===== src/rtl/i2s_pkg.sv =====
// Shared I2S definitions: receive FSM states, word/channel width helpers and clogb2,
// used by both the receive deserialiser and the transmit stage.
package i2s_pkg;

  typedef enum logic [2:0] {
    SYNC,
    L_SHIFT,
    L_WAIT,
    R_SHIFT,
    DONE,
    R_WAIT
  } rcv_state_t;

  localparam int DEF_DATA_BITS = 32;

  // Counter width able to hold value-1; never narrower than one bit.
  function automatic int clogb2(input int value);
    int w;
    w = 0;
    while ((1 << w) < value) w++;
    return (w < 1) ? 1 : w;
  endfunction

  function automatic int nb_of(input int data_bits);
    return data_bits / 2;
  endfunction

  function automatic int ns_of(input int data_bits);
    return clogb2(data_bits / 2);
  endfunction

endpackage


===== src/rtl/i2s_shift_in.sv =====
// Per-channel serial capture: NB-bit MSB-first shift register plus a down-counting bit
// counter whose terminal count (last) marks the channel LSB.
module i2s_shift_in
  import i2s_pkg::*;
#(
  parameter int NB = 16
) (
  input  logic          clk,
  input  logic          rst_n,
  input  logic          load,
  input  logic          shift,
  input  logic          din,
  output logic [NB-1:0] data,
  output logic          last
);

  localparam int NS = clogb2(NB);

  logic [NS-1:0] bit_cnt;

  always_ff @(posedge clk or negedge rst_n) begin
    if (!rst_n) begin
      data    <= '0;
      bit_cnt <= '0;
    end else if (load) begin
      data    <= '0;
      bit_cnt <= NS'(NB - 1);
    end else if (shift) begin
      data <= {data[NB-2:0], din};
      if (bit_cnt != '0) bit_cnt <= bit_cnt - NS'(1);
    end
  end

  assign last = (bit_cnt == '0);

endmodule


===== src/rtl/i2s_rcv_deser.sv =====
// I2S receive deserialiser: frames the codec ADC line with lrclk on CBrise strobes and
// hands one {left,right} word per lrclk period downstream over rcv_rdy/rcv_ack.
//
// state   | meaning
// SYNC    | waiting for an lrclk fall before trusting any data
// L_SHIFT | capturing left-channel bits, MSB first
// L_WAIT  | left slot padding; waiting for lrclk rise
// R_SHIFT | capturing right-channel bits, MSB first
// DONE    | one clk: publish {left,right} to sample
// R_WAIT  | right slot padding; waiting for lrclk fall
module i2s_rcv_deser
  import i2s_pkg::*;
#(
  parameter int DATA_BITS = DEF_DATA_BITS
) (
  input  logic                 clk,
  input  logic                 rst_n,
  input  logic                 lrclk,
  input  logic                 CBrise,
  input  logic                 din,
  output logic [DATA_BITS-1:0] sample,
  output logic                 rcv_rdy,
  input  logic                 rcv_ack,
  output logic                 overrun,
  output logic                 frame_err
);

  localparam int NB = nb_of(DATA_BITS);

  rcv_state_t    state, state_nxt;
  logic          lr_prev;
  logic          fall, rise;
  logic          sh_load, sh_shift, sh_last;
  logic          cap_left, load_out, err;
  logic [NB-1:0] sh_data;
  logic [NB-1:0] left_reg;

  always_ff @(posedge clk or negedge rst_n) begin
    if (!rst_n) lr_prev <= 1'b1;
    else if (CBrise) lr_prev <= lrclk;
  end

  // The edge-detecting strobe is the I2S one-bit delay; shifting starts on the next strobe.
  assign fall = CBrise & lr_prev & ~lrclk;
  assign rise = CBrise & ~lr_prev & lrclk;

  i2s_shift_in #(.NB(NB)) u_shift (
    .clk   (clk),
    .rst_n (rst_n),
    .load  (sh_load),
    .shift (sh_shift),
    .din   (din),
    .data  (sh_data),
    .last  (sh_last)
  );

  always_ff @(posedge clk or negedge rst_n) begin
    if (!rst_n) state <= SYNC;
    else state <= state_nxt;
  end

  always_comb begin
    state_nxt = state;
    unique case (state)
      SYNC:    if (fall) state_nxt = L_SHIFT;
      L_SHIFT: if (rise) state_nxt = SYNC;
               else if (CBrise && sh_last) state_nxt = L_WAIT;
      L_WAIT:  if (rise) state_nxt = R_SHIFT;
      R_SHIFT: if (fall) state_nxt = SYNC;
               else if (CBrise && sh_last) state_nxt = DONE;
      DONE:    state_nxt = R_WAIT;
      R_WAIT:  if (fall) state_nxt = L_SHIFT;
      default: state_nxt = SYNC;
    endcase
  end

  always_comb begin
    sh_load  = 1'b0;
    sh_shift = 1'b0;
    cap_left = 1'b0;
    load_out = 1'b0;
    err      = 1'b0;
    unique case (state)
      SYNC, R_WAIT: sh_load = fall;
      L_SHIFT: begin
        err      = rise;
        sh_shift = CBrise & ~rise;
        cap_left = CBrise & ~rise & sh_last;
      end
      L_WAIT:  sh_load = rise;
      R_SHIFT: begin
        err      = fall;
        sh_shift = CBrise & ~fall;
      end
      DONE:    load_out = 1'b1;
      default: ;
    endcase
  end

  always_ff @(posedge clk or negedge rst_n) begin
    if (!rst_n) left_reg <= '0;
    else if (cap_left) left_reg <= {sh_data[NB-2:0], din};
  end

  // A new word always wins over a pending ack; overrun only when the old word was never taken.
  always_ff @(posedge clk or negedge rst_n) begin
    if (!rst_n) begin
      sample    <= '0;
      rcv_rdy   <= 1'b0;
      overrun   <= 1'b0;
      frame_err <= 1'b0;
    end else begin
      frame_err <= err;
      overrun   <= load_out & rcv_rdy & ~rcv_ack;
      if (load_out) begin
        sample  <= {left_reg, sh_data};
        rcv_rdy <= 1'b1;
      end else if (rcv_ack) begin
        rcv_rdy <= 1'b0;
      end
    end
  end

endmodule


===== config.mk =====
export PLATFORM = sky130hd
export DESIGN_NAME = i2s_rcv_deser
export DESIGN_NICKNAME = d
export VERILOG_FILES = /design/src/rtl/i2s_pkg.sv /design/src/rtl/i2s_shift_in.sv /design/src/rtl/i2s_rcv_deser.sv
export SDC_FILE = /design/constraint.sdc
export NUM_CORES = 1
export LEC_CHECK = 0
export CAP_MARGIN = 5
export CORE_MARGIN = 3
export CORE_UTILIZATION = 45
export CTS_BUF_LIST = sky130_fd_sc_hd__clkbuf_4
export CTS_CLUSTER_SIZE = 12
export DETAILED_ROUTE_END_ITERATION = 10
export GPL_TIMING_DRIVEN = 1
export MAX_ROUTING_LAYER = met4
export PLACE_DENSITY = 0.67
export SLEW_MARGIN = 20
export SYNTH_ARGS = -nofsm -noshare
export SYNTH_HDL_FRONTEND = slang
export SYNTH_SLANG_ARGS = --single-unit

===== constraint.sdc =====
create_clock -name clk -period 2.3 [get_ports clk]
set_clock_uncertainty 0.15 [all_clocks]
set_input_delay 0.23 -clock clk [delete_from_list [all_inputs] [get_ports clk]]
set_output_delay 0.23 -clock clk [all_outputs]
set_load 0.05 [all_outputs]

==> metrics.cfg <==
[outcome]
status = completed

[final_layout]
diodes = 0
utilization_pct = 59.5
fin_area_sq_mm = 0.00387
stdcell_count = 358
syn2layout_area_growth_pct = 25.2
final_cell_mix = dfrtp_1 (74), mux2_2 (49), clkdlybuf4s50_1 (39)
final_common_cell = dfrtp_1
fillers = 522
final_layout_size_suffix_gt1_share_pct = 35.6
largest_reg_flops = 32
nets = 284

[worst_setup_path]
path_max_fanout = 10
rr_endpoint = left_reg[8]
r2r_slack_ps = 70
crit_start = lr_prev
crit_path_end_kind = flip-flop
worstRegToRegCells = 4
r2r_start = lr_prev
arrival_ps = 2370
worstSetupStartpointType = flip-flop
cp-endpoint = left_reg[8]
crit_required_ps = 2440
worstSetupPathType = flip-flop to flip-flop

[synthesis]
synth_edf_count = 0
yosysUniqueCellTypes = 39
synth_ff_type = dfrtp_1
syn_area_per_cell_sq_um = 14.3
yosys_warnings = 0
syn_nets = 224
synth.ff_latch_count = 75
synth_cells = 216
syn_area_sq_mm = 0.00309
yosysSeqAreaShare_pct = 60.8
ys_async_sr_fraction_pct = 100

[sta]
worst_slack_ps = 67.7
hold_viol = 0
timing.fmax_ghz = 0.448
period_needed_ps = 2230
setup_viol = 0
maxSlewHeadroom_pct = 65.1
period_share_pct = 97.1
report.final.slew_viol_count = 0
worst-slew-pin-transition_ps = 517

[power]
p_leak_nw = 1.82
p_per_area_mw_per_mm2 = 970
ir_drop_mv = 0.595
power_mw = 3.75

[drt]
drt-pass1-iter-count = 4
drc = 0
wirelength_mm = 5.79
drt_iter0_drc = 59
vias = 1892
routed_via_density = 5.28
avgRoutedWirePerCell_um = 16.2
final_antenna_net_count = 0

[placement]
post-place-ws_ps = 77.3
placed_area_sq_mm = 0.00366
io_buffers = 40
hpwl_mm = 3.89
gp_congestion = 0.813
dp.cells = 337

[floorplan]
core_sq_mm = 0.00649
die_h_um = 88.8
rows = 29
io_pins = 41
fp.dieW_um = 88.8
start_util_pct = 47.5
dieArea_sq_mm = 0.00789

[clocking]
ctsHtreeMaxLevel = 3
clk_pin_slew_ps = 120
clk_latency_ps = 400
clock_path_buffers = 2
cts_tree = done
root_buffer = clkbuf_4
clock_sinks = 75
cts_buffers = 9

[global_routing]
grt_pass1_vias = 1894
grt-ovfl-total = 0
antenna_found_initial = 0
grt_pass1_wl_mm = 9.65
track_usage_pct = 16.7
grt_start_max_net_pins = 40

[hold_path]
hold_class = input pin to asynchronous set/reset pin

[run]
max-cap-violations = 0

==> per-stage QoR <==
stage / TNS [ps] / hold WS, ps
CTS: 0 / 164
detailed placement: 0 / 81.3
global placement: 0 / 76.2
finish: 0 / 177
global route: -127 / 185
floorplan: 0 / -216
==> repair_timing <==
action                     in CTS  in global routing
resized for setup               0                  3
hold endpoints to repair       36                  0
setup endpoints to repair       0                 16
hold buffers                    1                  0
buffers inserted                0                  3
==> cell usage after synthesis, drive strengths merged (3+ instances only) <==
cell	number	area (sq um)
dfrtp	74	1850
mux2	49	552
a22o	16	140
buf	9	62.6
nor2	7	26.3
nand3	6	42.5
inv	5	18.8
a21oi	4	20.0
nand2	4	15.0
nand2b	3	18.8
nand3b	3	22.5
nor2b	3	18.8
nor3	3	20.0
nor4	3	18.8
o21ai	3	15.0
==> critical path, stage by stage (launching register included) <==
cell	delay (ps)
dfstp_2	620
and2b_2	280
a2111oi_4	510
clkbuf_16	250
mux2_2	330
==> report_power, final <==
group	switching [mW]	internal, mW
clock	0.474	0.339
combinational	0.602	0.522
sequential	0.251	1.56
==> layer usage <==
metal	wire length, um	global-route usage (%)	up-vias
li1	-	-	921
met1	2900	23.2	939
met2	2700	24.2	27
met3	115	3.07	5
met4	77	7.01	0
met5	0	-	-
==> cells by family (layout without fill, tap and decap cells) <==
| group | Yosys count | count (layout) | synth area share (%) |
|---|---|---|---|
| compound gates | 35 | 35 | 9.48 |
| xor+xnor | 1 | 1 | 0.284 |
| fa+ha+maj | 2 | 2 | 0.810 |
| buf+inv | 16 | 81 | 2.88 |
| flops | 75 | 75 | 60.8 |
| mux | 49 | 49 | 17.9 |
| simple gates | 38 | 38 | 7.86 |
==> final cells by class <==
cell class                      instances  area [sq um]  area share, %
Timing Repair Buffer                   60           606           15.7
Sequential cell                        75          1880           48.6
Clock inverter                          7          75.1           1.94
Inverter                                5          18.8          0.485
Tap cell                               77          96.3           2.49
Multi-Input combinational cell        125          1130           29.1
Clock buffer                            9          67.6           1.75
==> worst min-delay path by stage <==
stage | start | depth (start not counted) | slack (ps) | end
final | rst_n | 2 | 180 | sample[18]
after global routing | rst_n | 2 | 180 | sample[18]
after CTS | rst_n | 2 | 160 | sample[19]
after detailed placement | rst_n | 1 | 80 | sample[18]
after global placement | rst_n | 1 | 80 | sample[18]
after floorplan | rst_n | 0 | -220 | frame_err
Power figures use the tool's default switching activity.
